**src/rtl/uart_tx_fifo_drain.sv**
```systemverilog
`timescale 1ns/1ps
`default_nettype none
// ============================================================================
// uart_tx_fifo_drain : pops bytes from a FIFO read port and serializes them
// LSB-first as start/data/[parity]/stop UART frames.          Rev 1.0
// ============================================================================
module uart_tx_fifo_drain #(
  parameter int DATA_WIDTH = 8,
  parameter int BAUD_DIV   = 434,
  parameter int PARITY_EN  = 0,
  parameter int PARITY_ODD = 0,
  parameter int STOP_BITS  = 1
) (
  input  logic                  clk_i,
  input  logic                  rst_i,
  input  logic                  fifo_empty_i,
  output logic                  fifo_rd_en_o,
  input  logic [DATA_WIDTH-1:0] fifo_rd_data_i,
  output logic                  tx_o,
  output logic                  busy_o,
  output logic                  frame_done_o
);

  localparam int c_baud_w = $clog2(BAUD_DIV);
  localparam int c_cnt_w  = $clog2(DATA_WIDTH + 1);
  localparam logic [c_baud_w-1:0] c_baud_last = c_baud_w'(BAUD_DIV - 1);
  localparam logic [c_cnt_w-1:0]  c_data_last = c_cnt_w'(DATA_WIDTH - 1);
  localparam logic [c_cnt_w-1:0]  c_stop_last = c_cnt_w'(STOP_BITS - 1);

  typedef enum logic [2:0] {
    S_IDLE   = 3'd0,
    S_POP    = 3'd1,
    S_LOAD   = 3'd2,
    S_START  = 3'd3,
    S_DATA   = 3'd4,
    S_PARITY = 3'd5,
    S_STOP   = 3'd6
  } state_t;

  state_t                r_state;
  state_t                w_state_nxt;
  logic [c_baud_w-1:0]   r_baud;
  logic [c_cnt_w-1:0]    r_bit;
  logic [c_cnt_w-1:0]    w_bit_nxt;
  logic [DATA_WIDTH-1:0] r_shift;
  logic [DATA_WIDTH-1:0] w_shift_nxt;
  logic                  r_parity;
  logic                  w_parity_nxt;
  logic                  r_tx;
  logic                  w_tx_nxt;
  logic                  w_rd_en;
  logic                  w_done;
  logic                  w_bit_end;

  assign w_bit_end = (r_baud == c_baud_last);

  always_comb begin
    w_state_nxt  = r_state;
    w_bit_nxt    = r_bit;
    w_shift_nxt  = r_shift;
    w_parity_nxt = r_parity;
    w_rd_en      = 1'b0;
    w_done       = 1'b0;
    case (r_state)
      S_IDLE: begin
        if (!fifo_empty_i) begin
          w_rd_en     = 1'b1;
          w_state_nxt = S_POP;
        end
      end
      S_POP:  w_state_nxt = S_LOAD;
      S_LOAD: begin
        w_shift_nxt  = fifo_rd_data_i;
        w_parity_nxt = (^fifo_rd_data_i) ^ (PARITY_ODD != 0);
        w_state_nxt  = S_START;
      end
      S_START: begin
        if (w_bit_end) begin
          w_bit_nxt   = '0;
          w_state_nxt = S_DATA;
        end
      end
      S_DATA: begin
        if (w_bit_end) begin
          w_shift_nxt = r_shift >> 1;
          if (r_bit == c_data_last) begin
            w_bit_nxt   = '0;
            w_state_nxt = (PARITY_EN != 0) ? S_PARITY : S_STOP;
          end else begin
            w_bit_nxt = r_bit + 1'b1;
          end
        end
      end
      S_PARITY: begin
        if (w_bit_end) begin
          w_bit_nxt   = '0;
          w_state_nxt = S_STOP;
        end
      end
      S_STOP: begin
        if (w_bit_end) begin
          if (r_bit == c_stop_last) begin
            // Chain straight into the next pop to keep back-to-back frames tight
            w_done    = 1'b1;
            w_bit_nxt = '0;
            if (!fifo_empty_i) begin
              w_rd_en     = 1'b1;
              w_state_nxt = S_POP;
            end else begin
              w_state_nxt = S_IDLE;
            end
          end else begin
            w_bit_nxt = r_bit + 1'b1;
          end
        end
      end
      default: w_state_nxt = S_IDLE;
    endcase
  end

  // Line level is registered from the next state so tx_o is glitch-free
  always_comb begin
    w_tx_nxt = 1'b1;
    case (w_state_nxt)
      S_START:  w_tx_nxt = 1'b0;
      S_DATA:   w_tx_nxt = w_shift_nxt[0];
      S_PARITY: w_tx_nxt = w_parity_nxt;
      default:  w_tx_nxt = 1'b1;
    endcase
  end

  always_ff @(posedge clk_i or posedge rst_i) begin
    if (rst_i) begin
      r_state  <= S_IDLE;
      r_baud   <= '0;
      r_bit    <= '0;
      r_shift  <= '0;
      r_parity <= 1'b0;
      r_tx     <= 1'b1;
    end else begin
      r_state  <= w_state_nxt;
      r_bit    <= w_bit_nxt;
      r_shift  <= w_shift_nxt;
      r_parity <= w_parity_nxt;
      r_tx     <= w_tx_nxt;
      if ((w_state_nxt != r_state) || w_bit_end || (r_state == S_IDLE)) begin
        r_baud <= '0;
      end else begin
        r_baud <= r_baud + 1'b1;
      end
    end
  end

  // Gate the pop so a non-empty FIFO is never read while reset is held
  assign fifo_rd_en_o = w_rd_en & ~rst_i;
  assign busy_o       = (r_state != S_IDLE);
  assign frame_done_o = w_done;
  assign tx_o         = r_tx;

endmodule
`default_nettype wire

```
**config.mk**
```make
export PLATFORM = sky130hd
export DESIGN_NAME = uart_tx_fifo_drain
export DESIGN_NICKNAME = d
export VERILOG_FILES = /design/src/rtl/uart_tx_fifo_drain.sv
export SDC_FILE = /design/constraint.sdc
export NUM_CORES = 1
export LEC_CHECK = 0
export CORE_MARGIN = 5
export CORE_UTILIZATION = 45
export CTS_CLUSTER_DIAMETER = 30
export DETAILED_ROUTE_END_ITERATION = 8
export GPL_ROUTABILITY_DRIVEN = 0
export PLACE_DENSITY_LB_ADDON = 0.08
export SLEW_MARGIN = 20
export SYNTH_ARGS = -nofsm -noshare
export SYNTH_HDL_FRONTEND = slang
export SYNTH_SLANG_ARGS = --single-unit
```
**constraint.sdc**
```tcl
create_clock -name clk_i -period 3.1 [get_ports clk_i]
set_input_delay 0.62 -clock clk_i [delete_from_list [all_inputs] [get_ports clk_i]]
set_output_delay 0.62 -clock clk_i [all_outputs]
set_load 0.005 [all_outputs]
```
* Yosys cells after proc, flatten, opt, wreduce, memory -nomap -nowiden
Cells that the tools add are included.
Storage, ports and cells: input port bits 11, word-level logic and storage cells 64, flip-flop bits (word level) 26, output and inout bits 4
Operators by class: multiplexer cells 27, reductions and logical operators 11, bitwise operators 2, add/sub/neg operators 2, equal/unequal tests 15
Operator list (count):
- 2-to-1 mux 3 bit | 7
- one-hot mux 3 bit (7 select lines) | 1
- 2-to-1 mux 4 bit | 5
- one-hot mux 8 bit (2 select lines) | 1
- == test 3 bit, second input constant | 5
- one-hot mux 4 bit (3 select lines) | 1
- adder 9 x 1 -> 9 bit, second input constant | 1
- == test 3 x 2 -> 1 bit, second input constant | 3
- == test 9 bit, second input constant | 1
- 2-to-1 mux 9 bit | 1
- 2-to-1 mux 1 bit | 8
- 2-to-1 mux 8 bit | 1
- parity 8 bit | 1
- nonzero test 3 bit | 2
- adder 4 x 1 -> 4 bit, second input constant | 1
- == test 4 x 3 -> 1 bit, second input constant | 1
- logical NOT 4 bit | 1
- inequality test 2 bit, second input constant | 2
- AND reduction 4 bit | 1
- == test 3 x 1 -> 1 bit, second input constant | 1
- logical NOT 3 bit | 1
- inequality test 3 bit | 1
- one-hot mux 1 bit (3 select lines) | 1
- logical OR 1 bit | 2
- other kinds (7) | 7

* Depth between registers and ports, before layout
depth in word-level cells 8, gate-level depth with buffers 8, depth with buffers taken out 7

* Least setup slack after synthesis
No wires, ideal clock.
kind register to output, start point register r_baud[1], end point output fifo_rd_en_o, arrival time 2.004 ns, path slack 0.476 ns, data required time 2.480 ns, cell stages (with the launch flop) 9, buffers on the path 1, cells stage by stage dfrtp_1 > inv_1 > ha_1 > or4b_4 > or2_0 > buf_2 > nor2_1 > nand3_1 > a2111oi_2
On the way: longest elaborated chain between the ends 4
RTL lines:
- start: declaration | RTL line 42 | logic [c_baud_w-1:0] r_baud;
- start signal: assignment | RTL line 149 | r_baud <= r_baud + 1'b1;
- == test 9 bit | RTL line 55 | assign w_bit_end = (r_baud == c_baud_last);
- 2-to-1 mux 1 bit | RTL line 101 | if (w_bit_end) begin
- one-hot mux 1 bit (2 select lines) | RTL line 64 | case (r_state)
- AND 1 bit | RTL line 155 | assign fifo_rd_en_o = w_rd_en & ~rst_i;
- end: declaration | RTL line 17 | output logic fifo_rd_en_o,
No other way between the ends.

* Worst setup path after layout
Same ends and word-level chain as after synthesis.

==> results.json <==
{
  "synth_area_leader_cell": "dfrtp_1",
  "cts_max_path_buffers": 2,
  "hp-class": "flip-flop to flip-flop",
  "worstSkewPairLatency_ns": 0.32,
  "dr.pass1.iters": 4,
  "seq_area_frac_synth": 0.426,
  "max_slew_margin": 0.575,
  "cts_tree": "done",
  "required_ns": 2.48,
  "fp.dieW_um": 68.3,
  "synth_compound_area_frac": 0.203,
  "worst_clock_skew_ns": 0.00730,
  "r2r_start": "r_baud[1]",
  "arrival_ns": 2.35,
  "synthFlopType": "dfrtp_1",
  "synth_top_family_by_area": "simple AND/OR/NAND/NOR gates",
  "avgRoutedWirePerCell_um": 12.9,
  "cts.sinks": 26,
  "cpPeakStageDelay_ns": 0.45,
  "synthTopCellsByArea": "dfrtp_1, xnor2_1, a22o_1",
  "crit_fanout": 3,
  "ant_nets": 0,
  "fin_crit_sh": 0.957,
  "fmax_mhz": 337,
  "worstMarginPinSlew_ns": 0.637,
  "cts_root_buffer": "clkbuf_4",
  "ys_ff_latch": 26,
  "ctsHtreeMaxLevel": 1,
  "cts_buffers": 3,
  "hpwl_um": 2180,
  "grt_pass1_vias": 1229,
  "hold_viol": 0,
  "slew_violations": 0,
  "final_area_sq_um": 1800,
  "netlist_instances": 162,
  "dieArea_sq_um": 4670,
  "path_cells": "inv_1 > ha_1 > or4b_4 > or2_1 > nor2_2 > nand3_1 > a2111oi_2 > buf_2",
  "fin_crit_ns": 2.97,
  "crit_family": "simple AND/OR/NAND/NOR gates",
  "setup_viol": 0,
  "p_leak_uw": 0.000807,
  "worstHoldPathCells": 1,
  "overflow": 0,
  "track_usage": 0.149,
  "synth_edf_count": 0,
  "synth_adder_area_share": 0.0392,
  "dpl_cell_area_sq_um": 1760,
  "async_flop_share": 1.00,
  "netlist_area_sq_um": 1530,
  "max_cap_violations": 0,
  "avgSynthCellArea_sq_um": 9.45,
  "initial_core_util": 0.462,
  "critical_path.slowest_cell": "or4b_4",
  "syn_to_final_growth_pct": 17.9,
  "fin_nets": 198,
  "vias": 1209,
  "yosys_warnings": 0,
  "yosysMostFrequentCell": "dfrtp_1",
  "drive_above_1_share": 0.132,
  "r2r-end": "tx_o",
  "yosys.area_share.simple": 0.214,
  "clkSlewWorstSetupHoldPaths_ns": 0.14,
  "grt_start_max_net_pins": 22,
  "synthMuxAreaShare": 0,
  "synth.distinct_cells": 42,
  "hold_end": "r_shift[1]",
  "worstSetupPathType": "flip-flop to output pin",
  "top_level_ports": 15,
  "worst_hold_slack_ns": 0.494,
  "io_buffers": 14,
  "hold_start": "r_shift[1]",
  "rrSetupSlack_ns": 0.79,
  "ir_drop_mv": 0.201,
  "synth.cells.most_frequent": "dfrtp_1, nor2_1, nand2_1",
  "routed_wirelength_um": 2940,
  "path_depth": 8,
  "grt_pass1_wl_um": 5350,
  "synth_xor_xnor_area_share": 0.0801,
  "synth.net_count": 177,
  "drtIter0Drc": 108,
  "core_region_area_sq_um": 3310,
  "drc": 0,
  "synth_top_area_share": 0.409,
  "n_antenna_cell": 0,
  "rr_worst_depth": 8,
  "path_buf_inv": 2,
  "status": "complete, no violations",
  "antenna_found_initial": 0,
  "post-route-util": 0.545,
  "rows": 21,
  "worstSetupStartpointType": "flip-flop",
  "vias_per_cell": 5.30,
  "p_per_area_nw_per_um2": 321,
  "die_h_um": 68.3,
  "critPathCaptureType": "output pin"
}
where the power goes:
part,switching (uW),total (uW),leakage (uW),internal [uW]
combinational,25.8,57.7,0.000481,31.9
clock,96.6,168,0.0000210,71.7
sequential,3.84,353,0.000305,350
sequential cells by signal (all words and copies together), names as in the netlist:
signal	flops
tx_o	1
r_baud	9
r_shift	8
r_state	3
r_bit	4
r_parity	1
layer usage:
layer	vias up	GRT usage	wire, um
met5	-	0	0
met4	0	0.0447	16
met3	2	0.0230	78
met2	15	0.249	1410
met1	579	0.197	1440
li1	613	-	-
cells by family after synthesis:
kind of cell | Yosys count
AO/OA/AOI/OAI | 43
AND/OR/NAND/NOR | 59
adder cells (fa/ha/maj) | 5
XOR/XNOR | 14
flip-flops | 26
buffers and inverters | 15
final cells by class:
class	count	area [sq um]
clock buffers	4	36.3
well taps	46	57.6
repair buffers	24	209
flip-flops and latches	26	652
multi-input cells	121	823
inverters	7	26.3
fillers	329	1510
cell usage in the layout, fill, tap and decap left out, drive strengths merged, types with 4 or more instances in the layout:
| cell | n |
|---|---|
| a21o | 6 |
| a21oi | 4 |
| a22o | 8 |
| buf | 11 |
| clkbuf | 4 |
| clkdlybuf4s50 | 12 |
| dfrtp | 25 |
| ha | 4 |
| inv | 7 |
| nand2 | 13 |
| nand3 | 6 |
| nor2 | 15 |
| o21ai | 12 |
| or2 | 5 |
| xnor2 | 11 |
how the worst max path moves through the flow:
| stage | from | end | slack (ns) |
|---|---|---|---|
| 2_1_floorplan | r_baud[1] | fifo_rd_en_o | 0.48 |
| 3_3_place_gp | r_baud[1] | fifo_rd_en_o | 0.04 |
| 3_5_place_dp | r_baud[1] | fifo_rd_en_o | -0.001 |
| 4_1_cts | r_baud[1] | fifo_rd_en_o | 0.02 |
| 5_1_grt | r_baud[1] | fifo_rd_en_o | -0.002 |
| 6_report | r_baud[1] | fifo_rd_en_o | 0.13 |
stage by stage:
step	power, uW	worst slack, ns	TNS [ns]	std cells
5_1_grt	611	-0.00198	-0.00198	228
2_1_floorplan	395	0.476	0	162
4_1_cts	593	0.0220	0	226
3_3_place_gp	418	0.0355	0	222
3_5_place_dp	419	-0.00108	-0.00108	222
6_report	580	0.132	0	228
what timing repair did:
| action | CTS | global route |
|---|---|---|
| hold buffers | 0 | 0 |
| pin swaps | 1 | 2 |
| setup buffers | 0 | 2 |
| endpoints found under the setup margin | 2 | 1 |
| resized for setup | 5 | 2 |
| cloned | 0 | 0 |
Power figures use the tool's default switching activity.
